--- config.mk ---
export PLATFORM = sky130hd
export DESIGN_NAME = mem_master
export DESIGN_NICKNAME = d
export VERILOG_FILES = /design/src/rtl/mem_master_pkg.sv /design/src/rtl/rr_arbiter2.sv /design/src/rtl/mem_master.sv
export SDC_FILE = /design/constraint.sdc
export NUM_CORES = 1
export LEC_CHECK = 0
export ABC_CLOCK_PERIOD_IN_PS = 1800
export CAP_MARGIN = 15
export CORE_ASPECT_RATIO = 1.1
export CORE_MARGIN = 8
export CORE_UTILIZATION = 40
export CTS_BUF_LIST = sky130_fd_sc_hd__clkbuf_16
export CTS_CLUSTER_SIZE = 20
export DETAILED_ROUTE_END_ITERATION = 6
export MAX_ROUTING_LAYER = met4
export PLACE_DENSITY = 0.8
export SLEW_MARGIN = 0
export SYNTH_ARGS = -nofsm -noshare
export SYNTH_HDL_FRONTEND = slang
export SYNTH_SLANG_ARGS = --single-unit
--- constraint.sdc ---
create_clock -name clk -period 1.8 [get_ports clk]
set_input_delay 0.27 -clock clk [delete_from_list [all_inputs] [get_ports clk]]
set_output_delay 0.27 -clock clk [all_outputs]
set_load 0.02 [all_outputs]
--- src/rtl/mem_master_pkg.sv ---
// Shared definitions for the two-port memory master: FSM state encoding,
// requester port identifiers and a small port helper.
package mem_master_pkg;

   typedef enum logic [1:0] {
      ST_IDLE   = 2'd0,
      ST_ACCESS = 2'd1,
      ST_WAIT   = 2'd2,
      ST_RESP   = 2'd3
   } state_e;

   // Requester identifiers; also used as the bit index into the request vector.
   localparam logic PORT_A = 1'b0;
   localparam logic PORT_B = 1'b1;

   // The port that is not p.
   function automatic logic other_port(input logic p);
      return ~p;
   endfunction

endpackage

--- src/rtl/rr_arbiter2.sv ---
// Two-way round-robin arbiter. On a tie the port that was not granted last
// wins; after reset the last grant is B, so A wins the first tie.
module rr_arbiter2
   import mem_master_pkg::*;
(
   input  logic       clk,
   input  logic       rst_n,
   input  logic [1:0] req,
   input  logic       advance,
   output logic       grant
);

   logic last_q;
   logic last_d;

   // Grant selection: single requester wins outright, tie goes to the other port.
   always_comb begin
      grant = PORT_A;
      if (req[PORT_A] && req[PORT_B]) begin
         grant = other_port(last_q);
      end else if (req[PORT_B]) begin
         grant = PORT_B;
      end
   end

   // Last-grant update when the consumer accepts the current grant.
   always_comb begin
      last_d = last_q;
      if (advance) begin
         last_d = grant;
      end
   end

   // Last-grant register.
   always_ff @(posedge clk or negedge rst_n) begin
      if (!rst_n) begin
         last_q <= PORT_B;
      end else begin
         last_q <= last_d;
      end
   end

endmodule

--- src/rtl/mem_master.sv ---
// Two-port memory master. Arbitrates between port A (CPU data) and port B
// (player-input peripheral), runs one single-cycle memory strobe per
// transaction and returns the result with a four-phase req/ack handshake.
module mem_master
   import mem_master_pkg::*;
#(
   parameter int WIDTH         = 16,
   parameter int RAM_ADDR_BITS = 16
) (
   input  logic                     clk,
   input  logic                     rst_n,
   input  logic                     a_req,
   input  logic                     a_we,
   input  logic [RAM_ADDR_BITS-1:0] a_adr,
   input  logic [WIDTH-1:0]         a_wdata,
   output logic                     a_ack,
   output logic [WIDTH-1:0]         a_rdata,
   input  logic                     b_req,
   input  logic                     b_we,
   input  logic [RAM_ADDR_BITS-1:0] b_adr,
   input  logic [WIDTH-1:0]         b_wdata,
   output logic                     b_ack,
   output logic [WIDTH-1:0]         b_rdata,
   output logic                     mem_en,
   output logic                     mem_write,
   output logic                     mem_read,
   output logic [RAM_ADDR_BITS-1:0] mem_adr,
   output logic [WIDTH-1:0]         mem_wdata,
   input  logic [WIDTH-1:0]         mem_rdata,
   output logic                     busy
);

   state_e                   state_q,     state_d;
   logic                     gnt_q,       gnt_d;
   logic                     a_ack_q,     a_ack_d;
   logic                     b_ack_q,     b_ack_d;
   logic [WIDTH-1:0]         a_rdata_q,   a_rdata_d;
   logic [WIDTH-1:0]         b_rdata_q,   b_rdata_d;
   logic                     mem_en_q,    mem_en_d;
   logic                     mem_write_q, mem_write_d;
   logic                     mem_read_q,  mem_read_d;
   logic [RAM_ADDR_BITS-1:0] mem_adr_q,   mem_adr_d;
   logic [WIDTH-1:0]         mem_wdata_q, mem_wdata_d;

   logic                     arb_grant;
   logic                     arb_advance;
   logic                     sel_we;
   logic [RAM_ADDR_BITS-1:0] sel_adr;
   logic [WIDTH-1:0]         sel_wdata;
   logic                     cur_req;
   logic                     cur_ack;

   rr_arbiter2 u_arb (
      .clk     (clk),
      .rst_n   (rst_n),
      .req     ({b_req, a_req}),
      .advance (arb_advance),
      .grant   (arb_grant)
   );

   // Request fields of the port the arbiter is currently offering.
   always_comb begin
      sel_we    = a_we;
      sel_adr   = a_adr;
      sel_wdata = a_wdata;
      if (arb_grant == PORT_B) begin
         sel_we    = b_we;
         sel_adr   = b_adr;
         sel_wdata = b_wdata;
      end
   end

   // Handshake signals of the port that owns the in-flight transaction.
   always_comb begin
      cur_req = a_req;
      cur_ack = a_ack_q;
      if (gnt_q == PORT_B) begin
         cur_req = b_req;
         cur_ack = b_ack_q;
      end
   end

   // Next-state and registered-output logic.
   // RESP always spends its first cycle with ack low and raises ack on the
   // next edge; ack then stays up until the owner's req is seen low. This
   // gives the 2/3-cycle latencies and makes a req that is already gone
   // produce exactly a one-cycle ack pulse.
   always_comb begin
      state_d     = state_q;
      gnt_d       = gnt_q;
      a_ack_d     = a_ack_q;
      b_ack_d     = b_ack_q;
      a_rdata_d   = a_rdata_q;
      b_rdata_d   = b_rdata_q;
      mem_en_d    = 1'b0;
      mem_write_d = 1'b0;
      mem_read_d  = 1'b0;
      mem_adr_d   = mem_adr_q;
      mem_wdata_d = mem_wdata_q;
      arb_advance = 1'b0;

      unique case (state_q)
         ST_IDLE: begin
            if (a_req || b_req) begin
               arb_advance = 1'b1;
               gnt_d       = arb_grant;
               mem_en_d    = 1'b1;
               mem_write_d = sel_we;
               mem_read_d  = ~sel_we;
               mem_adr_d   = sel_adr;
               mem_wdata_d = sel_wdata;
               state_d     = ST_ACCESS;
            end
         end

         ST_ACCESS: begin
            state_d = mem_write_q ? ST_RESP : ST_WAIT;
         end

         ST_WAIT: begin
            if (gnt_q == PORT_B) begin
               b_rdata_d = mem_rdata;
            end else begin
               a_rdata_d = mem_rdata;
            end
            state_d = ST_RESP;
         end

         ST_RESP: begin
            if (!cur_ack) begin
               if (gnt_q == PORT_B) begin
                  b_ack_d = 1'b1;
               end else begin
                  a_ack_d = 1'b1;
               end
            end else if (!cur_req) begin
               a_ack_d = 1'b0;
               b_ack_d = 1'b0;
               state_d = ST_IDLE;
            end
         end

         default: begin
            state_d = ST_IDLE;
         end
      endcase
   end

   // State and output registers.
   always_ff @(posedge clk or negedge rst_n) begin
      if (!rst_n) begin
         state_q     <= ST_IDLE;
         gnt_q       <= PORT_A;
         a_ack_q     <= 1'b0;
         b_ack_q     <= 1'b0;
         a_rdata_q   <= '0;
         b_rdata_q   <= '0;
         mem_en_q    <= 1'b0;
         mem_write_q <= 1'b0;
         mem_read_q  <= 1'b0;
         mem_adr_q   <= '0;
         mem_wdata_q <= '0;
      end else begin
         state_q     <= state_d;
         gnt_q       <= gnt_d;
         a_ack_q     <= a_ack_d;
         b_ack_q     <= b_ack_d;
         a_rdata_q   <= a_rdata_d;
         b_rdata_q   <= b_rdata_d;
         mem_en_q    <= mem_en_d;
         mem_write_q <= mem_write_d;
         mem_read_q  <= mem_read_d;
         mem_adr_q   <= mem_adr_d;
         mem_wdata_q <= mem_wdata_d;
      end
   end

   assign a_ack     = a_ack_q;
   assign b_ack     = b_ack_q;
   assign a_rdata   = a_rdata_q;
   assign b_rdata   = b_rdata_q;
   assign mem_en    = mem_en_q;
   assign mem_write = mem_write_q;
   assign mem_read  = mem_read_q;
   assign mem_adr   = mem_adr_q;
   assign mem_wdata = mem_wdata_q;
   assign busy      = (state_q != ST_IDLE);

endmodule

==> results.sh, run 1 <==
export IMPL_status="completed"
export IMPL_path_cells="inv_1 -> ha_1 -> inv_1 -> dlygate4sd2_1"
export IMPL_overflow=0
export IMPL_start_util=0.4038
export IMPL_timing_critical_path_to_type="output port"
export IMPL_hold_viol_final=0
export IMPL_reg2reg_to="state_q[1]$_DFFE_PN0P_"
export IMPL_cts_tree="yes"
export IMPL_num_vias=2516
export IMPL_worstPathArrival_ns=1.41
export IMPL_clock_skew_final_ns=0.007609
export IMPL_grt_max_degree=41
export IMPL_peakVddDrop_mv=0.7019
export IMPL_crit_path_top_delay_cell="dfrtp_1"
export IMPL_crit_family="buffers and inverters"
export IMPL_die_h_um=108.7
export IMPL_antenna_cells=0
export IMPL_syn_inst=251
export IMPL_hp_class="in2async"
export IMPL_place_ws_ns=-0.03046
export IMPL_core_area_um2=7742
export IMPL_mostFrequentLayoutCells="clkdlybuf4s50_1 (153), dfrtp_1 (72), nand2_1 (35), o21ai_0 (35), mux2i_1 (34)"
export IMPL_setup_ws_ns=0.1196
export IMPL_fin_crit_sh=0.9335
export IMPL_synth_area_um2=3127
export IMPL_cts_sinks=73
export IMPL_first_pass_iters=4
export IMPL_fill_cells=593
export IMPL_route_detailed_drc=0
export IMPL_avgSynthCellArea_um2=12.46
export IMPL_ys_warn_count=0
export IMPL_synth_distinct_cells=25
export IMPL_port_buffers=155
export IMPL_vias_per_cell=4.747
export IMPL_path_max_fanout=4
export IMPL_ys_ff_latch=73
export IMPL_utilization=0.6791
export IMPL_tightestPinTransition_ns=0.3243
export IMPL_startpoint_type="register"
export IMPL_power_density_nw_per_um2=1832
export IMPL_clock_path_buffers=2
export IMPL_wl_per_cell_um=16.65
export IMPL_area_delta_synth_final_pct=68.15
export IMPL_rrSetupSlack_ns=0.26
export IMPL_ys_flop_type="dfrtp_1"
export IMPL_synth_async_reset_ratio=1.000
export IMPL_die_width_um=100.3
export IMPL_syn_num_nets=341
export IMPL_final_min_clock_period_ns=1.680
export IMPL_rsz0062_at_grt="no"
export IMPL_htree_levels=3
export IMPL_nets=507
export IMPL_gp_congestion=0.7831
export IMPL_ios=156
export IMPL_slew_headroom=0.7838
export IMPL_setup_violations=0
export IMPL_drive_gt1_frac=0.1588
export IMPL_dieArea_um2=10910
export IMPL_ant_nets=0
export IMPL_cts_buffers=9
export IMPL_leakagePower_nw=2.274
export IMPL_layout_commonest_cell="clkdlybuf4s50_1"
export IMPL_whs_ns=0.3887
export IMPL_path_buf_inv=3
export IMPL_max_stage_delay_ns=0.39
export IMPL_cts_clk_slew_worst_paths_ns=0.06
export IMPL_drtIter0Drc=70
export IMPL_clock_tree_root_cell="clkbuf_16"
export IMPL_track_usage=0.1690
export IMPL_reg2regPathDepth=3
export IMPL_clock_fmax_mhz=595.1
export IMPL_cp_required_ns=1.53
export IMPL_antenna_found_initial=0
export IMPL_slew_violations=0
export IMPL_r2r_start="a_ack$_DFFE_PN0P_"
export IMPL_dp_hpwl_um=6977
export IMPL_wl_um=8826
export IMPL_synth_edff_count=0
export IMPL_path_class="reg2out"
export IMPL_grt_pass1_vias=2722
export IMPL_rows=34
export IMPL_crit_path_frequent_cell="inv_1"
export IMPL_grt_pass1_wl_um=13930
export IMPL_clk_latency_ns=0.32
export IMPL_cap_violations=0
export IMPL_ys_seq_area_frac=0.5846
-- per-layer routing --
metal	GRT usage	part of all wire	vias to the layer above
met2	0.2750	0.50	108
met5	-	0	-
li1	-	-	1203
met1	0.2058	0.44	1198
met3	0.03640	0.059	7
met4	0.05189	0.010	0
-- synth_stat cells (all sizes together), types with 2 or more instances --
cell | count | area share
a21oi | 3 | 0.0048
buf | 10 | 0.023
clkbuf | 4 | 0.0048
dfrtp | 72 | 0.58
ha | 4 | 0.016
inv | 5 | 0.0060
mux2 | 33 | 0.12
mux2i | 34 | 0.11
nand2 | 35 | 0.042
nor2 | 2 | 0.0024
nor2b | 2 | 0.0040
o21ai | 36 | 0.058
-- kinds of logic after synthesis --
kind of cell	synth area share
multiplexers	0.2277
AND/OR/NAND/NOR	0.06003
flip-flops	0.5846
adder cells (fa/ha/maj)	0.01601
AO/OA/AOI/OAI	0.07803
buffers and inverters	0.03361
-- stage by stage --
stage          power (mW)  instance area [µm²]  instances   TNS, ns
5_1_grt             10.19                 5258        530         0
6_report            9.632                 5258        530         0
3_3_place_gp        7.532                 4907        513         0
3_5_place_dp        7.715                 4907        513  -0.03046
4_1_cts             9.758                 5258        530         0
2_1_floorplan       5.299                 3127        251         0
-- sequential cells by signal, indices dropped and copies added, names as in the netlist, 2 cells and up --
name	cells
a_rdata	16
b_rdata	16
mem_adr	16
mem_wdata	16
state_q	2
-- repair_timing --
action                                  CTS  global route
hold buffers                              1             0
setup buffers                             0             0
endpoints found under the setup margin    1             0
endpoints found under the hold margin    22             0
resized for setup                         1             0
-- worst max-delay path by stage --
stage	end	startpoint	depth (start not counted)
2_1_floorplan	a_rdata[10]$_DFFE_PN0P_	state_q[0]$_DFFE_PN0P_	6
3_3_place_gp	state_q[1]$_DFFE_PN0P_	a_req	4
3_5_place_dp	state_q[1]$_DFFE_PN0P_	a_req	4
4_1_cts	busy	state_q[1]$_DFFE_PN0P_	4
5_1_grt	busy	state_q[1]$_DFFE_PN0P_	4
6_report	busy	state_q[1]$_DFFE_PN0P_	4
-- area by class of cell --
type | count | area, µm² | area share
well taps | 108 | 135.1 | 0.02570
inverters | 5 | 18.77 | 0.003570
clock inverters | 7 | 116.4 | 0.02213
flip-flops and latches | 73 | 1828 | 0.3477
multi-input cells | 159 | 1216 | 0.2313
repair buffers | 169 | 1718 | 0.3267
clock buffers | 9 | 225.2 | 0.04284
-- power by group --
part / switching, mW / internal, mW / leakage, nW
Sequential: 0.439 / 2.47 / 0.880
Combinational: 2.30 / 2.40 / 1.22
Clock: 0.661 / 1.36 / 0.172
Total: 3.40 / 6.23 / 2.27
Power figures use the tool's default switching activity.
==> inputs of run 2 (changes only) <==
--- a/config.mk
+++ b/config.mk
@@ -9,12 +9,13 @@
 export CAP_MARGIN = 15
 export CORE_ASPECT_RATIO = 1.1
 export CORE_MARGIN = 8
-export CORE_UTILIZATION = 40
+export CORE_UTILIZATION = 61
 export CTS_BUF_LIST = sky130_fd_sc_hd__clkbuf_16
 export CTS_CLUSTER_SIZE = 20
 export DETAILED_ROUTE_END_ITERATION = 6
+export DONT_BUFFER_PORTS = 1
 export MAX_ROUTING_LAYER = met4
-export PLACE_DENSITY = 0.8
+export PLACE_DENSITY = 0.77
 export SLEW_MARGIN = 0
 export SYNTH_ARGS = -nofsm -noshare
 export SYNTH_HDL_FRONTEND = slang
==> run 2 against run 1 <==
  * The flow now finishes with violations (negative hold slack)
  * Global-route usage grew 1.5 points
  * Hold slack got worse by 0.75 ns
  * Clock skew shrank 0.0026 ns
  * Largest power group is now sequential cells
  * Critical path type is now reg2reg
  * Combinational power decreased by 62%
  * Clock-buffer cell count is the same
==> results.sh, run 2 (synthesis gave the netlist of run 1 again) <==
export IMPL_num_vias=1876
export IMPL_peakVddDrop_mv=1.073
export IMPL_wl_um=6702
export IMPL_antenna_found_initial=0
export IMPL_grt_max_degree=74
export IMPL_layout_commonest_cell="dfrtp_1"
export IMPL_status="finished, violations left"
export IMPL_power_density_nw_per_um2=2133
export IMPL_leakagePower_nw=1.600
export IMPL_clock_skew_final_ns=0.005007
export IMPL_final_min_clock_period_ns=1.585
export IMPL_rows=27
export IMPL_clk_latency_ns=0.32
export IMPL_setup_tns_ns=0
export IMPL_register_area_um2=1828
export IMPL_switchingPower_mw=3.021
export IMPL_post_cts_setup_buffers=0
export IMPL_startpoint_type="register"
export IMPL_track_usage=0.1844
export IMPL_hold_viol_final=73
export IMPL_clock_path_buffers=2
export IMPL_placed_cell_area_um2=3231
export IMPL_die_width_um=84.26
export IMPL_swShare=0.4023
export IMPL_drive_gt1_frac=0.2278
export IMPL_timing_critical_path_to_type="register"
export IMPL_wl_per_cell_um=21.14
export IMPL_path_class="reg2reg"
export IMPL_fill_cells=368
export IMPL_route_detailed_drc=0
export IMPL_p_total_mw=7.509
export IMPL_cts_tree="yes"
export IMPL_area_delta_synth_final_pct=12.61
export IMPL_antenna_cells=0
export IMPL_multi_input_area_um2=1219
export IMPL_comb_power_share=0.239
export IMPL_cts_buffers=9
export IMPL_cp_required_ns=2.01
export IMPL_cts_sinks=73
export IMPL_start_util=0.6296
export IMPL_hp_class="in2async"
export IMPL_design_area_um2=3521
export IMPL_port_buffers=0
export IMPL_violations="negative hold slack"
export IMPL_overflow=0
export IMPL_path_max_fanout=7
export IMPL_clkPwrFrac=0.222
export IMPL_vias_per_cell=5.918
export IMPL_clock_fmax_mhz=630.8
export IMPL_cts_clk_slew_worst_paths_ns=0.05
export IMPL_slew_headroom=0.8005
export IMPL_ant_nets=0
export IMPL_ios=156
export IMPL_utilization=0.7090
export IMPL_p_int_mw=4.488
export IMPL_htree_levels=3
export IMPL_nets=344
export IMPL_whs_ns=-0.3566
export IMPL_seq_power_share=0.538
export IMPL_gp_congestion=0.8622
export IMPL_setup_ws_ns=0.2148
export IMPL_first_pass_iters=4
export IMPL_rsz0062_at_grt="no"
export IMPL_mostFrequentLayoutCells="dfrtp_1 (72), nand2_1 (35), o21ai_0 (35)"
export IMPL_worstPathArrival_ns=1.79
export IMPL_cap_violations=0
export IMPL_dieArea_um2=7675
export IMPL_slew_violations=0
export IMPL_drtIter0Drc=63
export IMPL_setup_violations=0
export IMPL_grt_pass1_vias=2069
export IMPL_fin_crit_sh=0.8807
export IMPL_core_area_um2=4966
export IMPL_grt_pass1_wl_um=11050
export IMPL_rrSetupSlack_ns=0.21
export IMPL_tightestPinTransition_ns=0.2986
export IMPL_dp_hpwl_um=5146
export IMPL_place_ws_ns=0.2258
export IMPL_clock_tree_root_cell="clkbuf_16"
export IMPL_die_h_um=91.09
## run 2: worst max-delay path: stages, from the launching register on
cell and delay [ns]:
dfrtp_1 0.44, or3b_4 0.43, a32oi_2 0.25, mux2_2 0.35
## run 2: repair_timing
item | 4_1_cts | 5_1_grt
endpoints found under the hold margin | 73 | 73
resized for setup | 0 | 1
endpoints found under the setup margin | 0 | 1
## run 2: area by class of cell
| type | count | area share |
|---|---|---|
| Clock inverter | 7 | 0.01777 |
| Sequential cell | 73 | 0.5192 |
| Tap cell | 58 | 0.02061 |
| Timing Repair Buffer | 6 | 0.02701 |
| Multi-Input combinational cell | 159 | 0.3461 |
| Clock buffer | 9 | 0.06397 |
| Inverter | 5 | 0.005330 |
## run 2: power groups by stage
stage / clock, mW / sequential [mW] / combinational [mW]
3_3_place_gp: 0 / 4.06 / 1.72
5_1_grt: 1.79 / 4.16 / 2.06
4_1_cts: 1.72 / 4.08 / 1.83
6_report: 1.67 / 4.04 / 1.80
2_1_floorplan: 0 / 3.85 / 1.45
3_5_place_dp: 0 / 4.09 / 1.83
## run 2: final timing paths
| path | start | end | cells past startpoint |
|---|---|---|---|
| worst min-delay path | rst_n | b_rdata[0]$_DFFE_PN0P_ | 0 |
| max in group asynchronous | rst_n | u_arb.last_q$_DFFE_PN1P_ | 0 |
| worst max register to register | gnt_q$_DFFE_PN0P_ | state_q[1]$_DFFE_PN0P_ | 3 |
| min in group clk | a_req | u_arb.last_q$_DFFE_PN1P_ | 1 |
| worst min register to register | gnt_q$_DFFE_PN0P_ | a_ack$_DFFE_PN0P_ | 1 |
| worst max-delay path | gnt_q$_DFFE_PN0P_ | state_q[1]$_DFFE_PN0P_ | 3 |
## run 2: metal layers
metal	global-route usage	wire (µm)
met1	0.2155	2706
met2	0.2601	3080
met3	0.09473	764
met4	0.07925	151
met5	-	0
## run 2: per-stage QoR
| step | hold WS [ns] | instances |
|---|---|---|
| 4_1_cts | -0.3730 | 317 |
| 6_report | -0.3566 | 317 |
| 2_1_floorplan | -0.02559 | 251 |
| 5_1_grt | -0.3770 | 317 |
| 3_5_place_dp | -0.02363 | 301 |
| 3_3_place_gp | -0.02370 | 301 |
